### src/rtl/axis_checksum_append.sv
// Byte-wide AXI-Stream pass-through that appends a two's-complement checksum
// byte after each packet (carrying tlast), counts packets and flags overlength.
module axis_checksum_append #(
   parameter int MAX_LEN = 64
) (
   input  logic        clk,
   input  logic        reset,
   input  logic        s_tvalid,
   input  logic [7:0]  s_tdata,
   input  logic        s_tlast,
   output logic        s_tready,
   output logic        m_tvalid,
   output logic [7:0]  m_tdata,
   output logic        m_tlast,
   input  logic        m_tready,
   output logic [15:0] pkt_count,
   output logic        len_err
);

   localparam logic [15:0] MAX_LEN_W = 16'(MAX_LEN);

   typedef enum logic {PASS, CSUM} state_t;

   state_t      state, state_nxt;
   logic        slot_free;
   logic        ld_byte;
   logic        ld_csum;
   logic [7:0]  sum;
   logic [15:0] byte_cnt;

   assign slot_free = !m_tvalid || m_tready;

   always_ff @(posedge clk) begin
      if (reset) state <= PASS;
      else       state <= state_nxt;
   end

   always_comb begin
      state_nxt = state;
      unique case (state)
         PASS:    if (ld_byte && s_tlast) state_nxt = CSUM;
         CSUM:    if (slot_free)          state_nxt = PASS;
         default: state_nxt = PASS;
      endcase
   end

   // The input is only open in PASS; CSUM owns the slot for the checksum byte.
   always_comb begin
      s_tready = 1'b0;
      ld_byte  = 1'b0;
      ld_csum  = 1'b0;
      unique case (state)
         PASS: begin
            s_tready = slot_free;
            ld_byte  = s_tvalid && slot_free;
         end
         CSUM:    ld_csum = slot_free;
         default: ;
      endcase
   end

   // sum carries the final payload sum into CSUM, so no separate latch is needed.
   always_ff @(posedge clk) begin
      if (reset) begin
         m_tvalid <= 1'b0;
         m_tdata  <= 8'h00;
         m_tlast  <= 1'b0;
         sum      <= 8'h00;
         byte_cnt <= 16'h0000;
         len_err  <= 1'b0;
      end else if (ld_byte) begin
         m_tdata  <= s_tdata;
         m_tlast  <= 1'b0;
         m_tvalid <= 1'b1;
         sum      <= sum + s_tdata;
         byte_cnt <= s_tlast ? 16'h0000 : byte_cnt + 16'd1;
         if (byte_cnt == MAX_LEN_W) len_err <= 1'b1;
      end else if (ld_csum) begin
         m_tdata  <= ~sum + 8'd1;
         m_tlast  <= 1'b1;
         m_tvalid <= 1'b1;
         sum      <= 8'h00;
      end else if (slot_free) begin
         m_tvalid <= 1'b0;
      end
   end

   always_ff @(posedge clk) begin
      if (reset)                              pkt_count <= 16'h0000;
      else if (m_tvalid && m_tready && m_tlast) pkt_count <= pkt_count + 16'd1;
   end

endmodule

### config.mk
export PLATFORM = sky130hd
export DESIGN_NAME = axis_checksum_append
export DESIGN_NICKNAME = d
export VERILOG_FILES = /design/src/rtl/axis_checksum_append.sv
export SDC_FILE = /design/constraint.sdc
export NUM_CORES = 1
export LEC_CHECK = 0
export BUFFER_PORTS_ARGS = -buffer_cell sky130_fd_sc_hd__buf_2
export CAP_MARGIN = 20
export CELL_PAD_IN_SITES_DETAIL_PLACEMENT = 2
export CELL_PAD_IN_SITES_GLOBAL_PLACEMENT = 2
export CORE_MARGIN = 1.5
export CORE_UTILIZATION = 34
export CTS_BUF_LIST = sky130_fd_sc_hd__clkbuf_16
export CTS_CLUSTER_SIZE = 8
export DETAILED_ROUTE_END_ITERATION = 8
export GPL_TIMING_DRIVEN = 1
export PLACE_DENSITY = 0.9
export SLEW_MARGIN = 20
export SYNTH_ARGS = -nofsm -noshare
export SYNTH_HDL_FRONTEND = slang
export SYNTH_SLANG_ARGS = --single-unit
### constraint.sdc
create_clock -name clk -period 1.9 [get_ports clk]
set_input_delay 0.19 -clock clk [delete_from_list [all_inputs] [get_ports clk]]
set_output_delay 0.19 -clock clk [all_outputs]
set_load 0.01 [all_outputs]
==> flow_summary.yaml <==
run_status:
  status: "complete, no violations"
logic_synthesis:
  synth_flop_cell: "dfxtp_1"
  seq_area_frac_synth_pct: 40.5
  synth_edf_count: 0
  netlist_area_um2: 2570
  avgSynthCellArea_um2: 8.64
  synth.distinct_cells: 39
  synth-seq-cells: 52
  syn_inst: 297
  yosysTopAreaCell: "dfxtp_1"
  synth_area_leaders: "dfxtp_1 41%, xor2_1 6.8%, nor2_1 6.7%, xnor2_1 6.5%, ha_1 5.4%"
  ys_warn_count: 0
  yosysTopAreaCellShare_pct: 40.5
  syn_nets: 322
  ys_async_sr_fraction_pct: 0
clock_network:
  clock_path_buffers: 2
  clk_pin_slew_ns: 0.07
  cts-root-buf: "clkbuf_16"
  cts_setup_buffers: 0
  clk_latency_ns: 0.29
  htreeDepth: 2
  cts_tree: "yes"
  cts_buffers: 5
  clock_sinks: 52
  hold_buffers: 0
sta:
  whs_ns: 0.166
  slew_headroom_pct: 60.5
  setup_viol: 0
  finalCriticalPeriod_ns: 1.81
  clock_skew_ns: 0.00368
  slew_viol_final: 0
  tightest_slew_ns: 0.589
  fmax_mhz: 554
  grt_setup_unrepaired: "false"
  hold_viol: 0
  finalCritPeriodShare_pct: 95.0
  setup-tns-final_ns: 0
  timing.final.ws_setup_ns: 0.0941
finish:
  insertedDiodeCount: 0
  design_area_um2: 3100
  drive_gt1_share_pct: 19.6
  postLayoutCoreUtil_pct: 42.5
  stdcell_count: 446
  seqCellArea_um2: 1040
  syn_to_final_growth_pct: 20.6
  finalNetCount: 371
  final_cell_mix: "51 x dfxtp_1, 46 x nor2_1, 40 x buf_2"
  multiInputGateArea_um2: 1460
  final_common_cell: "dfxtp_1"
  fillers: 840
placement:
  port_buffers: 40
  hpwl_um: 6060
  pre_cts_slack_ns: 0.112
  placed_cell_area_um2: 2930
  dp.cells: 438
  gp_congestion: 0.844
grt:
  grt-ovfl-total: 0
  grt_usage_pct: 22.6
  grt_pass1_vias: 2753
  antenna_found_initial: 0
  grt_pass1_wl_um: 14600
  grt_max_degree: 22
setup_path:
  end_kind: "register"
  startpoint_type: "register"
  required_ns: 2.06
  critPathArrivalTime_ns: 1.97
  crit_fanout: 3
  timing.setup.critical_path_class: "reg2reg"
routing:
  first_pass_iters: 5
  routed_wl_um: 8860
  wl_per_cell_um: 19.9
  vias_per_cell: 5.52
  dr_total_vias: 2461
  drtIter0Drc: 97
  drc: 0
  ant_nets: 0
power_and_ir_drop:
  power_mw: 2.57
  vdd_drop_max_mv: 0.328
  power_density_nw_per_um2: 831
  p_leak_nw: 1.27
floorplanning:
  die_w_um: 89.9
  core_area_um2: 7290
  fp-row-count: 31
  io_pins: 41
  die_area_um2: 8080
  die_h_um: 89.9
  start_util_pct: 35.2
min_path:
  hold_class: "in2reg"
flow_run:
  maxCapViolations: 0
-- Yosys cell counts (2+ instances only) --
library cell,n
a22oi_1,3
nand3_1,14
nor2_1,46
inv_1,11
nand2_1,22
nor4_1,3
a21oi_1,14
nor3_2,2
xnor2_1,19
clkbuf_1,6
xor2_1,20
ha_1,11
buf_2,2
and3_1,9
nand4_1,6
nor4b_1,2
o21ai_0,12
a211oi_1,2
a31oi_1,2
and4_1,3
nor3_1,9
dfxtp_1,52
a222oi_1,6
a21o_1,2
or3_1,4
nand2b_1,2
-- worst paths after layout --
path                           startpoint                 endpoint  slack [ns]  cells past startpoint
hold / removal                 s_tdata[0]  m_tdata[0]$_SDFFE_PP0P_        0.17                      3
setup reg to reg      sum[0]$_SDFFE_PP0P_      sum[6]$_SDFFE_PP0P_        0.09                      7
setup / recovery      sum[0]$_SDFFE_PP0P_      sum[6]$_SDFFE_PP0P_        0.09                      7
hold reg to reg   m_tdata[4]$_SDFFE_PP0P_  m_tdata[4]$_SDFFE_PP0P_        0.46                      2
-- worst max-delay path, stage by stage, from the launching register on --
cell     delay, ns
dfxtp_1       0.32
ha_1          0.25
fa_2          0.39
a21oi_2       0.16
o21ai_0       0.09
a21oi_1       0.16
xor2_1        0.17
o21ai_0       0.11
-- power breakdown --
group / internal, mW / switching [mW]
clock: 0.491 / 0.434
sequential: 1.13 / 0.0507
combinational: 0.194 / 0.273
total: 1.81 / 0.758
-- repair_timing --
action                                 CTS  global route
endpoints found under the hold margin    0             0
setup endpoints to repair                0             5
gates resized for setup                  0             5
-- logic make-up (layout without fill, tap and decap cells) --
| logic type | after synthesis | in the layout | synth area share (%) |
|---|---|---|---|
| buffers and inverters | 20 | 70 | 3.31 |
| xor gates and xnor gates | 39 | 39 | 13.3 |
| AOI/OAI and AO/OA | 46 | 46 | 11.5 |
| muxes | 1 | 1 | 0.390 |
| adders and majority gates | 12 | 12 | 6.14 |
| and+or+nand+nor | 127 | 127 | 24.9 |
| DFF | 52 | 52 | 40.5 |
-- cell type report --
type                            instances  area share, %
Clock inverter                          3          0.768
Timing Repair Buffer                   51           9.13
Multi-Input combinational cell        225           47.1
Sequential cell                        52           33.7
Clock buffer                            5           4.04
Tap cell                               99           4.00
Inverter                               11           1.33
-- registers in the layout (all words and copies together), names as in the netlist --
signal,count
m_tvalid,1
state,1
len_err,1
sum,8
m_tdata,8
m_tlast,1
pkt_count,16
byte_cnt,16
-- metal layers --
metal | global-route usage [%] | share of wire [%] | vias to the layer above
met4 | 9.39 | 2.6 | 0
met5 | 0 | 0 | -
met1 | 25.8 | 41 | 1234
met2 | 41.6 | 52 | 67
li1 | - | - | 1137
met3 | 3.64 | 4.0 | 23
Note: power is estimated with default switching activity, not from simulation.
